===== src/rtl/cobs_pkg.sv =====
// Shared types and constants for the COBS frame loader.
package cobs_pkg;

    // Decoder position within a COBS frame
    typedef enum logic [1:0] {
        IDLE,   // waiting for the first code byte of a frame
        BLOCK,  // copying the data bytes of the current block
        CODE    // expecting the next code byte or the frame delimiter
    } state_t;

    localparam logic [7:0] COBS_DELIM    = 8'h00;
    localparam logic [7:0] COBS_MAX_CODE = 8'hFF;

endpackage


===== src/rtl/cobs_load_ctrl.sv =====
// COBS frame loader: decodes a 0x00-delimited COBS byte stream from the UART
// receiver into sequential byte writes starting at BASE_ADDR, and holds the
// core in reset until a complete frame has been loaded.
// Optional build macro: COBS_SUM_CHECK_EN -- reject frames whose 8-bit sum of
// decoded bytes is non-zero (last payload byte is a two's-complement checksum).
module cobs_load_ctrl
    import cobs_pkg::*;
#(
    parameter int                ADDR_W    = 16,
    parameter logic [ADDR_W-1:0] BASE_ADDR = '0
) (
    input  logic              clk,
    input  logic              reset,
    input  logic              rx_valid,
    input  logic [7:0]        rx_data,
    output logic              mem_we,
    output logic [ADDR_W-1:0] mem_addr,
    output logic [7:0]        mem_wdata,
    output logic              core_reset,
    output logic              frame_done,
    output logic              frame_err,
    output logic [ADDR_W:0]   frame_len
);

    localparam logic [ADDR_W:0] CNT_ONE = {{ADDR_W{1'b0}}, 1'b1};

    state_t          state;
    logic [7:0]      code;
    logic [7:0]      block_cnt;
    logic            pending_zero;
    logic [ADDR_W:0] wr_cnt;

    // Every address has been written once; one more write would wrap
    logic            addr_full;
    // Properties of rx_data when it is taken as a new code byte
    logic            code_has_data;
    logic            code_adds_zero;
    logic [7:0]      code_block_cnt;
    logic            sum_ok;

    assign addr_full      = wr_cnt[ADDR_W];
    assign code_has_data  = (rx_data != 8'h01);
    assign code_adds_zero = (rx_data != COBS_MAX_CODE);
    assign code_block_cnt = rx_data - 8'h01;

`ifdef COBS_SUM_CHECK_EN
    logic [7:0] sum;
    assign sum_ok = (sum == 8'h00);
`else
    assign sum_ok = 1'b1;
`endif

`ifdef COBS_SUM_CHECK_EN
    // Running 8-bit sum of decoded data bytes; inserted zeros add nothing
    always_ff @(posedge clk or posedge reset) begin
        if (reset) begin
            sum <= 8'h00;
        end else if (rx_valid) begin
            if (state == IDLE) begin
                sum <= 8'h00;
            end else if (state == BLOCK && rx_data != COBS_DELIM && !addr_full) begin
                sum <= sum + rx_data;
            end
        end
    end
`endif

    // Frame decoder: consumes one byte per rx_valid and produces registered outputs
    always_ff @(posedge clk or posedge reset) begin
        if (reset) begin
            state        <= IDLE;
            code         <= 8'h00;
            block_cnt    <= 8'h00;
            pending_zero <= 1'b0;
            wr_cnt       <= '0;
            mem_we       <= 1'b0;
            mem_addr     <= BASE_ADDR;
            mem_wdata    <= 8'h00;
            core_reset   <= 1'b1;
            frame_done   <= 1'b0;
            frame_err    <= 1'b0;
            frame_len    <= '0;
        end else begin
            // NOTE: strobes default low every cycle and are raised below only
            // when needed; non-blocking assignments let the later one win.
            mem_we     <= 1'b0;
            frame_done <= 1'b0;
            frame_err  <= 1'b0;

            if (rx_valid) begin
                unique case (state)
                    IDLE: begin
                        // A delimiter here is an empty frame and is ignored
                        if (rx_data != COBS_DELIM) begin
                            code         <= rx_data;
                            block_cnt    <= code_block_cnt;
                            pending_zero <= code_has_data ? 1'b0 : code_adds_zero;
                            wr_cnt       <= '0;
                            core_reset   <= 1'b1;
                            state        <= code_has_data ? BLOCK : CODE;
                        end
                    end

                    BLOCK: begin
                        if (rx_data == COBS_DELIM || addr_full) begin
                            frame_err <= 1'b1;
                            state     <= IDLE;
                        end else begin
                            mem_we    <= 1'b1;
                            mem_addr  <= BASE_ADDR + wr_cnt[ADDR_W-1:0];
                            mem_wdata <= rx_data;
                            wr_cnt    <= wr_cnt + CNT_ONE;
                            block_cnt <= block_cnt - 8'h01;
                            if (block_cnt == 8'h01) begin
                                pending_zero <= (code != COBS_MAX_CODE);
                                state        <= CODE;
                            end
                        end
                    end

                    CODE: begin
                        if (rx_data == COBS_DELIM) begin
                            // The zero implied by the last block is not part of the payload
                            if (sum_ok) begin
                                frame_done <= 1'b1;
                                frame_len  <= wr_cnt;
                                core_reset <= 1'b0;
                            end else begin
                                frame_err  <= 1'b1;
                            end
                            state <= IDLE;
                        end else if (pending_zero && addr_full) begin
                            frame_err <= 1'b1;
                            state     <= IDLE;
                        end else begin
                            if (pending_zero) begin
                                mem_we    <= 1'b1;
                                mem_addr  <= BASE_ADDR + wr_cnt[ADDR_W-1:0];
                                mem_wdata <= COBS_DELIM;
                                wr_cnt    <= wr_cnt + CNT_ONE;
                            end
                            code         <= rx_data;
                            block_cnt    <= code_block_cnt;
                            pending_zero <= code_has_data ? 1'b0 : code_adds_zero;
                            state        <= code_has_data ? BLOCK : CODE;
                        end
                    end

                    default: state <= IDLE;
                endcase
            end
        end
    end

endmodule


===== config.mk =====
export PLATFORM = sky130hd
export DESIGN_NAME = cobs_load_ctrl
export DESIGN_NICKNAME = d
export VERILOG_FILES = /design/src/rtl/cobs_pkg.sv /design/src/rtl/cobs_load_ctrl.sv
export SDC_FILE = /design/constraint.sdc
export NUM_CORES = 1
export LEC_CHECK = 0
export ABC_AREA = 0
export CORE_ASPECT_RATIO = 2
export CORE_UTILIZATION = 46
export DETAILED_ROUTE_END_ITERATION = 16
export HOLD_SLACK_MARGIN = 0.15
export MAX_ROUTING_LAYER = met4
export PLACE_DENSITY = 0.71
export SLEW_MARGIN = 40
export SYNTH_ARGS = -nofsm -noshare
export SYNTH_HDL_FRONTEND = slang
export SYNTH_SLANG_ARGS = --single-unit

===== constraint.sdc =====
create_clock -name clk -period 3.87 [get_ports clk]
set_clock_uncertainty 0.2 [all_clocks]
set_input_delay 1.161 -clock clk [delete_from_list [all_inputs] [get_ports clk]]
set_output_delay 1.161 -clock clk [all_outputs]
set_load 0.005 [all_outputs]

Yosys cells after proc, flatten, opt, wreduce, memory -nomap -nowiden
Index checks and enable logic that the tools add are counted.
{"block": "classes", "n_reduce_logical": 16, "mux": 56, "n_addsub": 3, "eq_ne": 14}
{"cell": "$mux 8", "count": 11}
{"cell": "$mux 17", "count": 5}
{"cell": "$mux 16", "count": 4}
{"cell": "$pmux 17 s3", "count": 1}
{"cell": "$pmux 16 s2", "count": 1}
{"cell": "$pmux 8 s2", "count": 2}
{"cell": "$pmux 8 s3", "count": 1}
{"cell": "$mux 1", "count": 20}
{"cell": "$add 17x1->17 const B", "count": 1}
{"cell": "$ne 8x8->1 const B", "count": 2}
{"cell": "$sub 8x1->8 const B", "count": 2}
{"cell": "$ne 2x2->1 const B", "count": 7}
{"cell": "$reduce_and 7->1", "count": 2}
{"cell": "$mux 2", "count": 6}
{"cell": "$reduce_and 6->1", "count": 2}
{"cell": "$eq 8x1->1 const B", "count": 1}
{"cell": "$logic_not 8->1", "count": 1}
{"cell": "$ne 8x1->1 const B", "count": 1}
{"cell": "$reduce_bool 8->1", "count": 1}
{"cell": "$pmux 1 s2", "count": 3}
{"cell": "$pmux 2 s3", "count": 1}
{"cell": "$reduce_and 3->1", "count": 2}
{"cell": "$reduce_and 5->1", "count": 1}
{"cell": "$reduce_and 4->1", "count": 1}
{"cell": "9 further kinds", "count": 10}
{"block": "word_totals", "reg_bits": 81, "wordCells": 101}

Depth between registers and ports, before layout
{"block": "logic_depth", "word_depth": 5, "mapped_depth": 10, "ltp_nobuf": 7}

Worst setup path before layout
Ideal clock, no wire load.
{"block": "synth_timing", "path_kind": "input -> register", "start": "in rx_data[0]", "end": "reg wr_cnt[16]", "stages": 7, "arrival_time_ns": 2.606, "path_buffers": 1, "path_slack_ns": 0.943, "path_cell_list": "inv_1 -> ha_1 -> a31o_4 -> a211o_1 -> buf_6 -> a211o_1 -> a22o_1"}
{"block": "synth_between", "elab_chain_cells": 4, "elab_cells_between_ends": 7, "cone_classes": "eq/ne: 3; reduce/logical: 4"}
{"element": "start: declaration", "line": "cobs_load_ctrl.sv:15", "text": "input logic [7:0] rx_data,"}
{"element": "$logic_not 8->1", "line": "cobs_load_ctrl.sv:105, cobs_load_ctrl.sv:122"}
{"element": "$logic_or 1x1->1", "line": "cobs_load_ctrl.sv:105", "text": "if (rx_data == COBS_DELIM || addr_full) begin"}
{"element": "$ne 2x2->1 (no line)"}
{"element": "$reduce_and 7->1 (no line) (*)"}
{"element": "end signal: assignment", "line": "cobs_load_ctrl.sv:112", "text": "wr_cnt <= wr_cnt + CNT_ONE;"}
{"element": "end signal: assignment", "line": "cobs_load_ctrl.sv:140", "text": "wr_cnt <= wr_cnt + CNT_ONE;"}
{"element": "end: declaration", "line": "cobs_load_ctrl.sv:31", "text": "logic [ADDR_W:0] wr_cnt;"}
Mark *: on every way between the ends. The rest lies on a longest branch, timed or not.
A chain may end at the register's enable or synchronous reset.

Worst setup path in the final report
{"block": "layout_timing", "start": "in rx_data[0]", "end": "reg wr_cnt[15]"}
The elaborated chain is that of the path after synthesis.

==> flow_metrics.env <==
export IMPL_status="finished clean"
export IMPL_r2r_slack_ns=1.05
export IMPL_grt_max_degree=82
export IMPL_synth_most_common_cell="dfrtp_1"
export IMPL_dp_cells=524
export IMPL_timing_fmax_ghz=0.293
export IMPL_rsz0062_at_grt="false"
export IMPL_hp_class="register to register"
export IMPL_slew_headroom_pct=55.5
export IMPL_p_int_mw=2.03
export IMPL_synth_top_family_by_area="compound AO/OA/AOI/OAI gates"
export IMPL_cts_root_buf="clkbuf_16"
export IMPL_critPathRequiredTime_ns=3.87
export IMPL_crit_start="rx_data[0]"
export IMPL_crit_fanout=12
export IMPL_die_h_microns=135
export IMPL_post_dp_hpwl_microns=7040
export IMPL_wire_per_inst_microns=18.4
export IMPL_dieArea_sq_um=9310
export IMPL_synth_ff_type="dfrtp_1"
export IMPL_yosys_area_share_simple_pct=14.7
export IMPL_p_per_area_nw_per_um2=608
export IMPL_grt_util_all_layers_pct=23.8
export IMPL_pwr_share_seq_pct=37.0
export IMPL_yosysTopAreaCell="dfrtp_1"
export IMPL_avgSynthCellArea_sq_um=11.0
export IMPL_cts_setup_buffers=0
export IMPL_fin_crit_sh_pct=88.3
export IMPL_reg2reg_to="wr_cnt[15]$_DFFE_PP0P_"
export IMPL_port_buffers=55
export IMPL_ys_ff_latch=81
export IMPL_ctsResizeCount=0
export IMPL_p_clk_share_pct=27.2
export IMPL_num_vias=3167
export IMPL_fin_nets=457
export IMPL_vias_per_cell=5.88
export IMPL_min_from="mem_addr[10]$_DFFE_PP0P_"
export IMPL_power_switching_mw=1.08
export IMPL_setup_viol_count_final=0
export IMPL_min_period_ns=3.42
export IMPL_p_comb_share_pct=35.7
export IMPL_initial_utilization_pct=47.4
export IMPL_drtIter0Drc=136
export IMPL_synth_adder_area_share_pct=3.36
export IMPL_htreeDepth=3
export IMPL_arrival_ns=3.42
export IMPL_cts_buffers_inserted=9
export IMPL_synth_edf_count=0
export IMPL_first_pass_iters=4
export IMPL_drc=0
export IMPL_slew_violations=0
export IMPL_grt_pass1_vias=3191
export IMPL_ioPinCount=56
export IMPL_synth_compound_area_share_pct=15.1
export IMPL_synth_xor_area_share_pct=1.28
export IMPL_syn_to_final_growth_pct=25.0
export IMPL_grt_pass1_wl_microns=15600
export IMPL_end_kind="register"
export IMPL_coreArea_sq_um=8650
export IMPL_die_w_microns=68.7
export IMPL_cp_start_kind="input port"
export IMPL_cts_clk_slew_worst_paths_ns=0.06
export IMPL_muxShareOfSynthArea_pct=11.5
export IMPL_antenna_found_initial=0
export IMPL_reg2reg_depth=8
export IMPL_cts_tree="yes"
export IMPL_diodes=0
export IMPL_hold_violations=0
export IMPL_grt_ovfl_total=0
export IMPL_finalSetupTns_ns=0
export IMPL_syn_num_nets=395
export IMPL_cap_violations=0
export IMPL_endpoint="wr_cnt[15]$_DFFE_PP0P_"
export IMPL_synth_area_sq_um=4100
export IMPL_timing_rr_start="state[0]$_DFFE_PP0P_"
export IMPL_peakVddDrop_mv=0.437
export IMPL_postRouteAntennaNets=0
export IMPL_yosysSeqAreaShare_pct=49.5
export IMPL_post_synth_main_area_contributors="dfrtp_1, mux2_1, o31ai_1"
export IMPL_syn_inst=373
export IMPL_async_flop_share_pct=100
export IMPL_synth_top_area_share_pct=48.9
export IMPL_synthTopCellsByCount="dfrtp_1, mux2_1, inv_1, nand2_1, nand3_1"
export IMPL_clock_sinks=81
export IMPL_synth_cell_types=55
export IMPL_swShare_pct=34.7
export IMPL_tightest_slew_ns=0.662
export IMPL_fin_cells=539
export IMPL_layout_drive_gt1_share_pct=12.8
export IMPL_holdBufCountCts=0
export IMPL_clk_latency_ns=0.34
export IMPL_gp_congestion=0.844
export IMPL_yosys_warnings=0
export IMPL_clockBufferDepth=2
export IMPL_crit_type="input port to register"
export IMPL_num_rows=48
export IMPL_p_leak_nw=2.27
export IMPL_drt_total_wl_microns=9890
[cell usage in the layout, fill, tap and decap left out, types with 3 or more instances in the layout]
master | netlist | final
a21oi_1 | 8 | 8
a22o_1 | 7 | 7
a31oi_1 | 6 | 6
and3_1 | 3 | 3
buf_4 | 1 | 13
clkbuf_16 | 0 | 9
clkdlybuf4s50_1 | 0 | 55
clkinv_2 | 0 | 3
dfrtp_1 | 80 | 80
ha_1 | 11 | 10
inv_1 | 23 | 22
mux2_1 | 31 | 31
mux2_2 | 9 | 9
nand2_1 | 23 | 23
nand2b_1 | 3 | 3
nand3_1 | 21 | 21
nand3b_1 | 10 | 10
nand4_1 | 6 | 6
nor2_1 | 14 | 14
nor3_1 | 10 | 10
o21ai_0 | 8 | 8
o21ai_1 | 15 | 15
o22ai_1 | 3 | 3
o31ai_1 | 19 | 19
xnor2_1 | 3 | 3
xor2_1 | 3 | 3
[power by group through the flow]
stage / clock (mW) / sequential [mW] / combinational, mW
after floorplan: 0 / 1.13 / 0.777
after global placement: 0 / 1.16 / 1.08
after detailed placement: 0 / 1.17 / 1.11
after global routing: 0.895 / 1.18 / 1.23
after CTS: 0.869 / 1.15 / 1.12
final: 0.846 / 1.15 / 1.11
[critical path: stages]
cell             delay [ns]
clkdlybuf4s50_1        0.48
inv_1                  0.08
ha_1                   0.28
a31o_4                 0.29
a211o_1                0.48
buf_4                  0.24
o31ai_1                0.29
o31ai_1                0.12
[worst min path at each step]
stage | endpoint | slack (ns) | depth (start not counted)
2_1_floorplan | frame_len[5]$_DFFE_PP0P_ | 0.27 | 2
3_3_place_gp | mem_addr[6]$_DFFE_PP0P_ | 0.27 | 1
3_5_place_dp | mem_addr[10]$_DFFE_PP0P_ | 0.27 | 1
4_1_cts | mem_addr[10]$_DFFE_PP0P_ | 0.29 | 1
5_1_grt | frame_len[8]$_DFFE_PP0P_ | 0.31 | 1
6_report | mem_addr[10]$_DFFE_PP0P_ | 0.28 | 1
[per-layer routing]
metal	wire length [microns]	up-vias	track usage, %
li1	-	1493	-
met1	3710	1567	23.9
met2	5510	78	42.1
met3	309	29	4.29
met4	365	0	12.0
met5	0	-	-
[registers in the layout, indices dropped and copies added, names as in the netlist]
name,flops
mem_wdata,8
frame_len,17
code,8
mem_we,1
block_cnt,8
mem_addr,16
state,2
core_reset,1
wr_cnt,17
pending_zero,1
frame_done,1
frame_err,1
[kinds of logic after synthesis]
kind of cell               count (synthesis)
AOI/OAI and AO/OA                         85
xor gates and xnor gates                   6
adders and majority gates                 11
buffers and inverters                     42
DFF                                       81
muxes                                     42
and+or+nand+nor                          106
[stage by stage]
step / hold slack [ns] / worst slack [ns] / area (sq um) / utilization [%] / total power [mW]
CTS: 0.286 / 0.518 / 5110 / 59.1 / 3.14
detailed placement: 0.274 / 0.180 / 4820 / 55.7 / 2.28
finish: 0.283 / 0.453 / 5120 / 59.2 / 3.11
global route: 0.307 / 0.370 / 5120 / 59.2 / 3.31
global placement: 0.271 / 0.287 / 4810 / 55.6 / 2.23
floorplan: 0.273 / 0.431 / 4100 / - / 1.91
[cell type report]
cell class	instances	area, sq um
timing repair buffer	70	688
multi-input combinational	250	1890
fill	723	3530
inverter	23	87.6
clock buffer	12	256
tap	100	125
clock inverter	3	40.0
sequential	81	2030
No activity file was read; power rests on OpenSTA's default activity.
